$ cat src/rtl/ecc_secded_pipe.sv
`default_nettype none
// ============================================================================
//  Module   : ecc_secded_pipe
//  Purpose  : Parametrised two-stage pipelined SEC-DED Hamming decoder with
//             valid/ready flow control and saturating error counters. Sits on
//             the read-return path between a protected SRAM and its consumer.
//
//  Parameters
//    DATA_W  data bits per word (8, 16, 32, 64)
//    CHK_W   check bits per word incl. overall parity (5, 6, 7, 8)
//    CNT_W   width of each error counter
//
//  Ports
//    clk, rst_n           clock / asynchronous active-low reset
//    in_valid, in_ready   input handshake
//    in_data, in_chk      received data and check bits; in_chk[i] (i<CHK_W-1)
//                         is the Hamming bit at position 2^i, in_chk[CHK_W-1]
//                         is overall parity
//    corr_en              1 = correct single-bit data errors, 0 = pass raw
//    out_valid, out_ready output handshake
//    out_data             corrected (or raw) data
//    out_sbe, out_dbe     single-bit / uncorrectable error flags
//    out_syn              Hamming syndrome (error position)
//    cnt_clr              synchronous clear of both counters
//    sbe_cnt, dbe_cnt     saturating counts of delivered SBE / DBE words
//
//  Optional build macro: ECC_ERR_INJECT_EN
//    Adds inj_en / inj_mask; when inj_en is high at input accept the mask is
//    XORed onto {in_chk, in_data} before the syndrome is formed.
//
//  Revision : 1.0  initial release
// ============================================================================
module ecc_secded_pipe #(
  parameter int DATA_W = 32,
  parameter int CHK_W  = 7,
  parameter int CNT_W  = 16
) (
  input  logic                    clk,
  input  logic                    rst_n,
  input  logic                    in_valid,
  output logic                    in_ready,
  input  logic [DATA_W-1:0]       in_data,
  input  logic [CHK_W-1:0]        in_chk,
  input  logic                    corr_en,
`ifdef ECC_ERR_INJECT_EN
  input  logic                    inj_en,
  input  logic [DATA_W+CHK_W-1:0] inj_mask,
`endif
  output logic                    out_valid,
  input  logic                    out_ready,
  output logic [DATA_W-1:0]       out_data,
  output logic                    out_sbe,
  output logic                    out_dbe,
  output logic [CHK_W-2:0]        out_syn,
  input  logic                    cnt_clr,
  output logic [CNT_W-1:0]        sbe_cnt,
  output logic [CNT_W-1:0]        dbe_cnt
);

  // Number of Hamming check bits and highest codeword position.
  localparam int HC     = CHK_W - 1;
  localparam int NPOS   = DATA_W + CHK_W - 1;
  localparam int WORD_W = DATA_W + CHK_W;

  localparam logic [HC-1:0]    c_npos    = NPOS[HC-1:0];
  localparam logic [CNT_W-1:0] c_cnt_max = '1;
  localparam logic [CNT_W-1:0] c_cnt_one = {{(CNT_W-1){1'b0}}, 1'b1};

  // Codeword position of data bit j: the j-th non-power-of-two position,
  // counting upward from 1.
  function automatic int data_pos(input int j);
    int k;
    int res;
    k   = 0;
    res = 0;
    for (int p = 1; p < 256; p++) begin
      if ((p & (p - 1)) != 0) begin
        if ((k == j) && (res == 0)) begin
          res = p;
        end
        k = k + 1;
      end
    end
    return res;
  endfunction

  // --------------------------------------------------------------------------
  // Input word (optionally with injected errors)
  // --------------------------------------------------------------------------
  logic [WORD_W-1:0] w_word;
  logic [DATA_W-1:0] w_rx_data;
  logic [CHK_W-1:0]  w_rx_chk;

`ifdef ECC_ERR_INJECT_EN
  assign w_word = {in_chk, in_data} ^ (inj_en ? inj_mask : {WORD_W{1'b0}});
`else
  assign w_word = {in_chk, in_data};
`endif

  assign w_rx_data = w_word[DATA_W-1:0];
  assign w_rx_chk  = w_word[WORD_W-1:DATA_W];

  // --------------------------------------------------------------------------
  // Pipeline registers
  // --------------------------------------------------------------------------
  logic              s1_valid_q, s1_valid_d;
  logic [DATA_W-1:0] s1_data_q,  s1_data_d;
  logic [HC-1:0]     s1_syn_q,   s1_syn_d;
  logic              s1_par_q,   s1_par_d;
  logic              s1_corr_q,  s1_corr_d;

  logic              s2_valid_q, s2_valid_d;
  logic [DATA_W-1:0] s2_data_q,  s2_data_d;
  logic              s2_sbe_q,   s2_sbe_d;
  logic              s2_dbe_q,   s2_dbe_d;
  logic [HC-1:0]     s2_syn_q,   s2_syn_d;

  logic [CNT_W-1:0]  sbe_cnt_q,  sbe_cnt_d;
  logic [CNT_W-1:0]  dbe_cnt_q,  dbe_cnt_d;

  // --------------------------------------------------------------------------
  // Per-data-bit position constants: syndrome contribution on the input side
  // and correction select on the stage-2 side.
  // --------------------------------------------------------------------------
  logic [HC-1:0]     w_dterm [DATA_W];
  logic [DATA_W-1:0] w_flip;

  for (genvar j = 0; j < DATA_W; j++) begin : g_dpos
    localparam int            P  = data_pos(j);
    localparam logic [HC-1:0] PV = P[HC-1:0];
    assign w_dterm[j] = w_rx_data[j] ? PV : {HC{1'b0}};
    // A check-bit or out-of-range syndrome matches no data position, so the
    // correction vector is naturally all-zero in those cases.
    assign w_flip[j]  = (s1_syn_q == PV);
  end

  // Syndrome = XOR of positions of all set bits. Check bit i sits at 2^i, so
  // its contribution is simply bit i of the syndrome.
  logic [HC-1:0] w_syn;
  logic          w_par;

  always_comb begin
    w_syn = w_rx_chk[HC-1:0];
    for (int j = 0; j < DATA_W; j++) begin
      w_syn = w_syn ^ w_dterm[j];
    end
  end

  assign w_par = ^w_word;

  // --------------------------------------------------------------------------
  // Flow control
  // --------------------------------------------------------------------------
  logic w_s2_adv;
  logic w_s1_fire;
  logic w_in_fire;
  logic w_out_fire;

  assign w_s2_adv   = !s2_valid_q | out_ready;
  assign w_s1_fire  = s1_valid_q & w_s2_adv;
  assign in_ready   = !s1_valid_q | w_s2_adv;
  assign w_in_fire  = in_valid & in_ready;
  assign w_out_fire = s2_valid_q & out_ready;

  // --------------------------------------------------------------------------
  // Stage-2 classification from stage-1 registers
  // --------------------------------------------------------------------------
  logic              w_syn_nz;
  logic              w_in_range;
  logic              w_sbe;
  logic              w_dbe;
  logic [DATA_W-1:0] w_corr_data;

  assign w_syn_nz    = |s1_syn_q;
  assign w_in_range  = (s1_syn_q <= c_npos);
  assign w_sbe       = s1_par_q & w_in_range;
  assign w_dbe       = (s1_par_q & !w_in_range) | (!s1_par_q & w_syn_nz);
  assign w_corr_data = s1_data_q ^ ({DATA_W{w_sbe & s1_corr_q}} & w_flip);

  // --------------------------------------------------------------------------
  // Next-state logic
  // --------------------------------------------------------------------------
  always_comb begin
    s1_valid_d = w_in_fire | (s1_valid_q & !w_s2_adv);
    s1_data_d  = s1_data_q;
    s1_syn_d   = s1_syn_q;
    s1_par_d   = s1_par_q;
    s1_corr_d  = s1_corr_q;
    if (w_in_fire) begin
      s1_data_d = w_rx_data;
      s1_syn_d  = w_syn;
      s1_par_d  = w_par;
      s1_corr_d = corr_en;
    end
  end

  always_comb begin
    s2_valid_d = w_s2_adv ? s1_valid_q : s2_valid_q;
    s2_data_d  = s2_data_q;
    s2_sbe_d   = s2_sbe_q;
    s2_dbe_d   = s2_dbe_q;
    s2_syn_d   = s2_syn_q;
    // Output fields only change when a new word moves in, so they stay
    // stable while the consumer stalls.
    if (w_s1_fire) begin
      s2_data_d = w_corr_data;
      s2_sbe_d  = w_sbe;
      s2_dbe_d  = w_dbe;
      s2_syn_d  = s1_syn_q;
    end
  end

  always_comb begin
    sbe_cnt_d = sbe_cnt_q;
    dbe_cnt_d = dbe_cnt_q;
    if (cnt_clr) begin
      sbe_cnt_d = {CNT_W{1'b0}};
      dbe_cnt_d = {CNT_W{1'b0}};
    end else begin
      if (w_out_fire && s2_sbe_q && (sbe_cnt_q != c_cnt_max)) begin
        sbe_cnt_d = sbe_cnt_q + c_cnt_one;
      end
      if (w_out_fire && s2_dbe_q && (dbe_cnt_q != c_cnt_max)) begin
        dbe_cnt_d = dbe_cnt_q + c_cnt_one;
      end
    end
  end

  // --------------------------------------------------------------------------
  // State registers
  // --------------------------------------------------------------------------
  always_ff @(posedge clk or negedge rst_n) begin
    if (!rst_n) begin
      s1_valid_q <= 1'b0;
      s1_data_q  <= {DATA_W{1'b0}};
      s1_syn_q   <= {HC{1'b0}};
      s1_par_q   <= 1'b0;
      s1_corr_q  <= 1'b0;
      s2_valid_q <= 1'b0;
      s2_data_q  <= {DATA_W{1'b0}};
      s2_sbe_q   <= 1'b0;
      s2_dbe_q   <= 1'b0;
      s2_syn_q   <= {HC{1'b0}};
      sbe_cnt_q  <= {CNT_W{1'b0}};
      dbe_cnt_q  <= {CNT_W{1'b0}};
    end else begin
      s1_valid_q <= s1_valid_d;
      s1_data_q  <= s1_data_d;
      s1_syn_q   <= s1_syn_d;
      s1_par_q   <= s1_par_d;
      s1_corr_q  <= s1_corr_d;
      s2_valid_q <= s2_valid_d;
      s2_data_q  <= s2_data_d;
      s2_sbe_q   <= s2_sbe_d;
      s2_dbe_q   <= s2_dbe_d;
      s2_syn_q   <= s2_syn_d;
      sbe_cnt_q  <= sbe_cnt_d;
      dbe_cnt_q  <= dbe_cnt_d;
    end
  end

  // --------------------------------------------------------------------------
  // Outputs
  // --------------------------------------------------------------------------
  assign out_valid = s2_valid_q;
  assign out_data  = s2_data_q;
  assign out_sbe   = s2_sbe_q;
  assign out_dbe   = s2_dbe_q;
  assign out_syn   = s2_syn_q;
  assign sbe_cnt   = sbe_cnt_q;
  assign dbe_cnt   = dbe_cnt_q;

endmodule
`default_nettype wire

$ cat config.mk
export PLATFORM = sky130hd
export DESIGN_NAME = ecc_secded_pipe
export DESIGN_NICKNAME = d
export VERILOG_FILES = /design/src/rtl/ecc_secded_pipe.sv
export SDC_FILE = /design/constraint.sdc
export NUM_CORES = 1
export LEC_CHECK = 0
export ABC_CLOCK_PERIOD_IN_PS = 5410
export BUFFER_PORTS_ARGS = -buffer_cell sky130_fd_sc_hd__buf_4
export CORE_MARGIN = 4
export CORE_UTILIZATION = 46
export CTS_CLUSTER_DIAMETER = 50
export DETAILED_ROUTE_END_ITERATION = 6
export GPL_ROUTABILITY_DRIVEN = 0
export GPL_TIMING_DRIVEN = 0
export PLACE_DENSITY = 0.73
export SYNTH_ARGS = -nofsm -noshare
export SYNTH_HDL_FRONTEND = slang
export SYNTH_SLANG_ARGS = --single-unit
export TNS_END_PERCENT = 20
$ cat constraint.sdc
create_clock -name clk -period 5.41 [get_ports clk]
set_input_delay 1.623 -clock clk [delete_from_list [all_inputs] [get_ports clk]]
set_output_delay 1.623 -clock clk [all_outputs]
set_load 0.1 [all_outputs]
---- Word-level counts from Yosys, hierarchy flattened ----
Cells that the tools add are included.
operators by class
  muxes and demuxes ....................... 36
  bitwise logic cells ..................... 46
  eq/ne operators ......................... 34
  reductions and logical operators ........ 13
  order comparisons ....................... 1
  add/sub/neg operators ................... 2
operators with widths
  kind                                                              number
  6-bit by 5-bit == test with 1-bit output (second input constant)  15
  6-bit by 5-bit bitwise XOR with 6-bit output                      15
  5-bit two-way mux                                                 15
  16-bit two-way mux                                                4
  6-bit by 4-bit == test with 1-bit output (second input constant)  7
  6-bit by 4-bit bitwise XOR with 6-bit output                      7
  39-bit XOR reduction                                              1
  6-bit == test (second input constant)                             6
  6-bit two-way mux                                                 6
  6-bit bitwise XOR                                                 6
  16-bit by 1-bit adder with 16-bit output (second input constant)  2
  32-bit AND                                                        1
  16-bit != test (second input constant)                            2
  32-bit bitwise XOR                                                1
  4-bit two-way mux                                                 7
  6-bit by 3-bit == test with 1-bit output (second input constant)  3
  6-bit by 3-bit bitwise XOR with 6-bit output                      3
  3-bit two-way mux                                                 3
  1-bit AND                                                         8
  6-bit by 2-bit == test with 1-bit output (second input constant)  1
  6-bit <= comparator (second input constant)                       1
  6-bit OR reduction                                                1
  6-bit by 2-bit bitwise XOR with 6-bit output                      1
  1-bit zero test                                                   5
  4 further kinds                                                   11
word-level totals
  bits in registers ....................... 114
  bits of input ports ..................... 45
  output and inout bits ................... 74
  logic and storage cells ................. 144

---- Logic depth before layout (Yosys ltp) ----
  depth after elaboration ................. 33
  mapped depth ............................ 6
  mapped depth without buffers ............ 6

---- Least setup slack after synthesis ----
OpenSTA, ideal clock, no wires.
  path type ............................... in2out
  start ................................... input out_ready
  end ..................................... output in_ready
  data required time ...................... 3.787 ns
  path buffers ............................ 0
  cell stages on the path ................. 1
  slack ................................... 1.337 ns
  arrival ................................. 2.450 ns
  path through ............................ nand3b_1
between the ends
  word-level cells in the longest chain between the ends .. 2
ends and longest elaborated chain
  element             line  text
  start: declaration  50    input logic out_ready,
  1-bit bitwise OR    159   assign w_s2_adv = !s2_valid_q | out_ready;
  1-bit bitwise OR    161   assign in_ready = !s1_valid_q | w_s2_adv;
  end: declaration    41    output logic in_ready,
No other way between the ends.

---- Final worst setup path ----
Ends and elaborated chain as after synthesis.

==> metrics list <==
* Total number of nets in the final design: 740
- Clock latency on the worst-skew pair, taken at its later pin, is 410 ps.
- In this design, the largest share of critical-path delay is due to buffers and inverters.
- For this run, the number of Yosys warnings is 0.
* Critical Setup Path Class: input pin to output port
* Met2 Usage GRT: 34.82%
- Global routing used 5.014% of the available met3 tracks.
- Commonest cells after routing, fill and taps aside: sky130_fd_sc_hd__buf_4 (117), sky130_fd_sc_hd__dfrtp_1 (114), sky130_fd_sc_hd__nor2_1 (77)
- Mean cell area of the mapped netlist: 10.72 sq um
- Worst path bufs/invs: 2
- GRT Total Usage: 21.21%
* Number of setup violations in the final report: 0
- Wire length of the first global-routing pass: 24,340 um
- Maximum clock frequency: 0.2583 GHz
- In the routed design, unresolved DRC markers number 0.
* Die span in x: 121.7 um
- Commonest non-fill, non-tap cell in the layout: sky130_fd_sc_hd__buf_4
- Primary flip-flop cell chosen by synthesis mapping: sky130_fd_sc_hd__dfrtp_1
* Peak per-stage delay on the critical path: 280 ps
* Initial core utilization: 47.15%
- The number of different library cells used by synthesis comes to 39.
- Inserted Diodes: 0
- Outcome: finished clean
* Die outline area: 0.01482 sq mm
- Detail Placement HPWL: 11,280 um
- Before CTS, the worst setup slack after placement is 1535 ps.
* Clock Root Buffer: sky130_fd_sc_hd__clkbuf_16
- The worst setup path is captured at an output port.
- Worst min-delay path class: flip-flop to flip-flop
- Worst r2r src: out_valid
- Global route hottest layer: met2
* Number of buffers created by CTS: 17
- Setup slack of the worst register-to-register path: 3090 ps
- Combined area of the multi-input logic cells: 0.003008 sq mm
* Post-route worst setup slack: 1538 ps
* Highest fanout seen on the critical path: 5
* Initial DRC count: 406
- In the final layout, flip-flops and latches occupy 0.002853 sq mm.
- Count of cells resized by post-cts repair: 0
- Post-Layout Cell Count: 877
- Synthesized netlist net count: 602
* Via count of the first global-routing pass: 4,781
* Sum Neg Setup Slack: 0 ps
* Number of antenna-violating nets in the routed design: 0
- TritonCTS built the clock tree.
- Die Height: 121.7 um
- The count of final max-slew check failures was 0.
* WL per Instance: 17.22 um
- Top-level port count: 119
- In the post-synthesis netlist, the biggest area contributors are sky130_fd_sc_hd__dfrtp_1 (48%), sky130_fd_sc_hd__xnor2_1 (9.9%), sky130_fd_sc_hd__mux2_2 (7.9%), sky130_fd_sc_hd__xor2_1 (5.6%), sky130_fd_sc_hd__nor2_1 (4.9%).
- Dividing the detail-routed via count by the number of cells gives 5.310.
- Port buffering added 118 buffers.
- End point of the critical path: in_ready
* Grt ovf: 0
- Post-synth EDFFs: 0
- CTS H-Tree Depth: 4
- Postcts setup bufs: 0
- Leakage power: 3.278 nW
* Worst Max-Slew Pin Slew: 1024 ps
- In this run, synthesis produced a sequential element count of 114.
- IR analysis of the VDD net gives a maximum drop of 0.2194 mV.
* Hold Fails Final Rpt: 0
- The pre-antenna-repair detailed-routing pass consisted of 5 iterations.
- Number of cells produced by synthesis: 555
* Setup Skew: 6.103 ps
* CTS sink cnt: 114
* Max-Slew Margin vs Limit: 31.12%
- Overall via count from detail_route: 4,657
* Maximum number of pins on one net before global-route repair: 115
- Worst setup path startpoint: out_ready
- The top cell type by area accounts for 47.94% of the synthesized area.
- Count of max-cap constraint violations: 0
- Cell with the most instances on the worst path: sky130_fd_sc_hd__buf_4
* Setup repair after global routing missed its margin: no
* Fin crit share: 71.57%
- The worst register-to-register path has a depth of 6.
- Final Total Pwr: 3.748 mW
- After synthesis the cells add up to 0.005951 sq mm.
- Power per Cell Area: 488.2 mW/mm^2
- The endpoint identified for the worst register-to-register timing path is out_data[16].
- Share of post-route cells with drive strength above 1: 27.80%
- Routed wire length: 15,100 um
- FFs w/ async S/R, synth: 100.0%
- Met1 Use GR: 27.17%
- The smallest clock period supported by the final layout is computed as 3872 ps.
- Once placement completed, the tool counted placed cells totaling 845.
* Fill count: 1,081
- Compared with the post-synthesis result, the final layout area differs by 29.02%.
- Counting buffers and inverters, the worst setup path is 3 cells deep.
- STA classifies the critical path startpoint as an input pin.
* Biggest area consumer among synthesized cells: sky130_fd_sc_hd__dfrtp_1
* Cell with the biggest individual delay on the critical path: sky130_fd_sc_hd__buf_4
- Required @ worst endpoint: 3790 ps
* Worst path cell trace: buf_4 > nand3b_1 > buf_4
* Share of synthesized area occupied by flip-flops and latches: 47.94%
- For the worst setup path, the data arrival time is 2250 ps.
- The number of hold buffers added after CTS was 0.
* Core region area: 0.01262 sq mm
- Clock slew seen by the registers of the worst setup and hold paths: 50 ps
- The floorplan has 41 rows.
- The clock passes through at most 2 buffers.
* Initial antenna violation count: 0
- Final hold slack: 479.8 ps
-- registers in the layout, indices dropped and copies added (netlist names), 6 cells and up --
register / cells
out_data: 32
s1_data_q: 32
dbe_cnt: 16
sbe_cnt: 16
out_syn: 6
s1_syn_q: 6
-- cells in the mapped netlist, types with 4 or more instances --
master,count
sky130_fd_sc_hd__a21oi_1,36
sky130_fd_sc_hd__a31oi_1,4
sky130_fd_sc_hd__and2_1,4
sky130_fd_sc_hd__and3_1,6
sky130_fd_sc_hd__clkbuf_1,21
sky130_fd_sc_hd__dfrtp_1,114
sky130_fd_sc_hd__mux2_2,42
sky130_fd_sc_hd__nand2_1,29
sky130_fd_sc_hd__nand2b_1,7
sky130_fd_sc_hd__nand3_1,18
sky130_fd_sc_hd__nand4_1,17
sky130_fd_sc_hd__nor2_1,77
sky130_fd_sc_hd__nor2b_1,4
sky130_fd_sc_hd__nor3_1,13
sky130_fd_sc_hd__nor3b_1,7
sky130_fd_sc_hd__nor4_1,6
sky130_fd_sc_hd__o21ai_0,10
sky130_fd_sc_hd__xnor2_1,67
sky130_fd_sc_hd__xnor3_1,9
sky130_fd_sc_hd__xor2_1,38
-- worst min-delay path by stage --
stage | startpoint | end | slack (ps) | depth (start not counted)
floorplan | s1_valid_q | out_valid | 450 | 1
global placement | s1_valid_q | out_valid | 460 | 1
detailed placement | s1_valid_q | out_valid | 470 | 1
CTS | s1_valid_q | out_valid | 490 | 1
global route | s1_valid_q | out_valid | 510 | 1
finish | s1_valid_q | out_valid | 480 | 1
-- metrics by stage --
stage	instance area, sq um	utilization (%)
3_5_place_dp	7052	55.88
5_1_grt	7677	60.84
4_1_cts	7646	60.59
2_1_floorplan	5951	-
6_report	7677	60.84
3_3_place_gp	7052	55.88
-- cell families after synthesis --
logic type               after synthesis  synth area share [%]
AND/OR/NAND/NOR                      199                 16.46
XOR/XNOR                             119                 20.71
flip-flops                           114                 47.94
AO/OA/AOI/OAI                         55                 5.004
multiplexers                          42                 7.948
buffers and inverters                 24                 1.514
adder cells (fa/ha/maj)                2                0.4205
-- layout make-up --
cell class	count	share of cell area [%]
flip-flops and latches	114	37.16
multi-input cells	417	39.18
repair buffers	119	11.95
clock buffers	28	6.861
clock inverters	3	0.8801
inverters	2	0.09778
well taps	172	2.803
plain buffers	22	1.076
-- power by group --
group	switching (mW)	internal, mW
Combinational	1.07	0.439
Clock	0.362	0.749
Sequential	0.119	1.01
-- routing by layer --
layer  part of all wire (%)  up-vias
met2                     49      218
met3                    7.1       29
met1                     42     2233
met5                      0        -
met4                    2.2        0
li1                       -     2177
-- worst reg2reg max path: stages, from the launching register on --
cell,delay (ps)
sky130_fd_sc_hd__dfrtp_1,440
sky130_fd_sc_hd__nand2b_1,120
sky130_fd_sc_hd__and2_1,130
sky130_fd_sc_hd__clkbuf_1,360
sky130_fd_sc_hd__buf_1,460
sky130_fd_sc_hd__clkbuf_1,510
sky130_fd_sc_hd__a21oi_1,150
No activity file was read; power rests on OpenSTA's default activity.
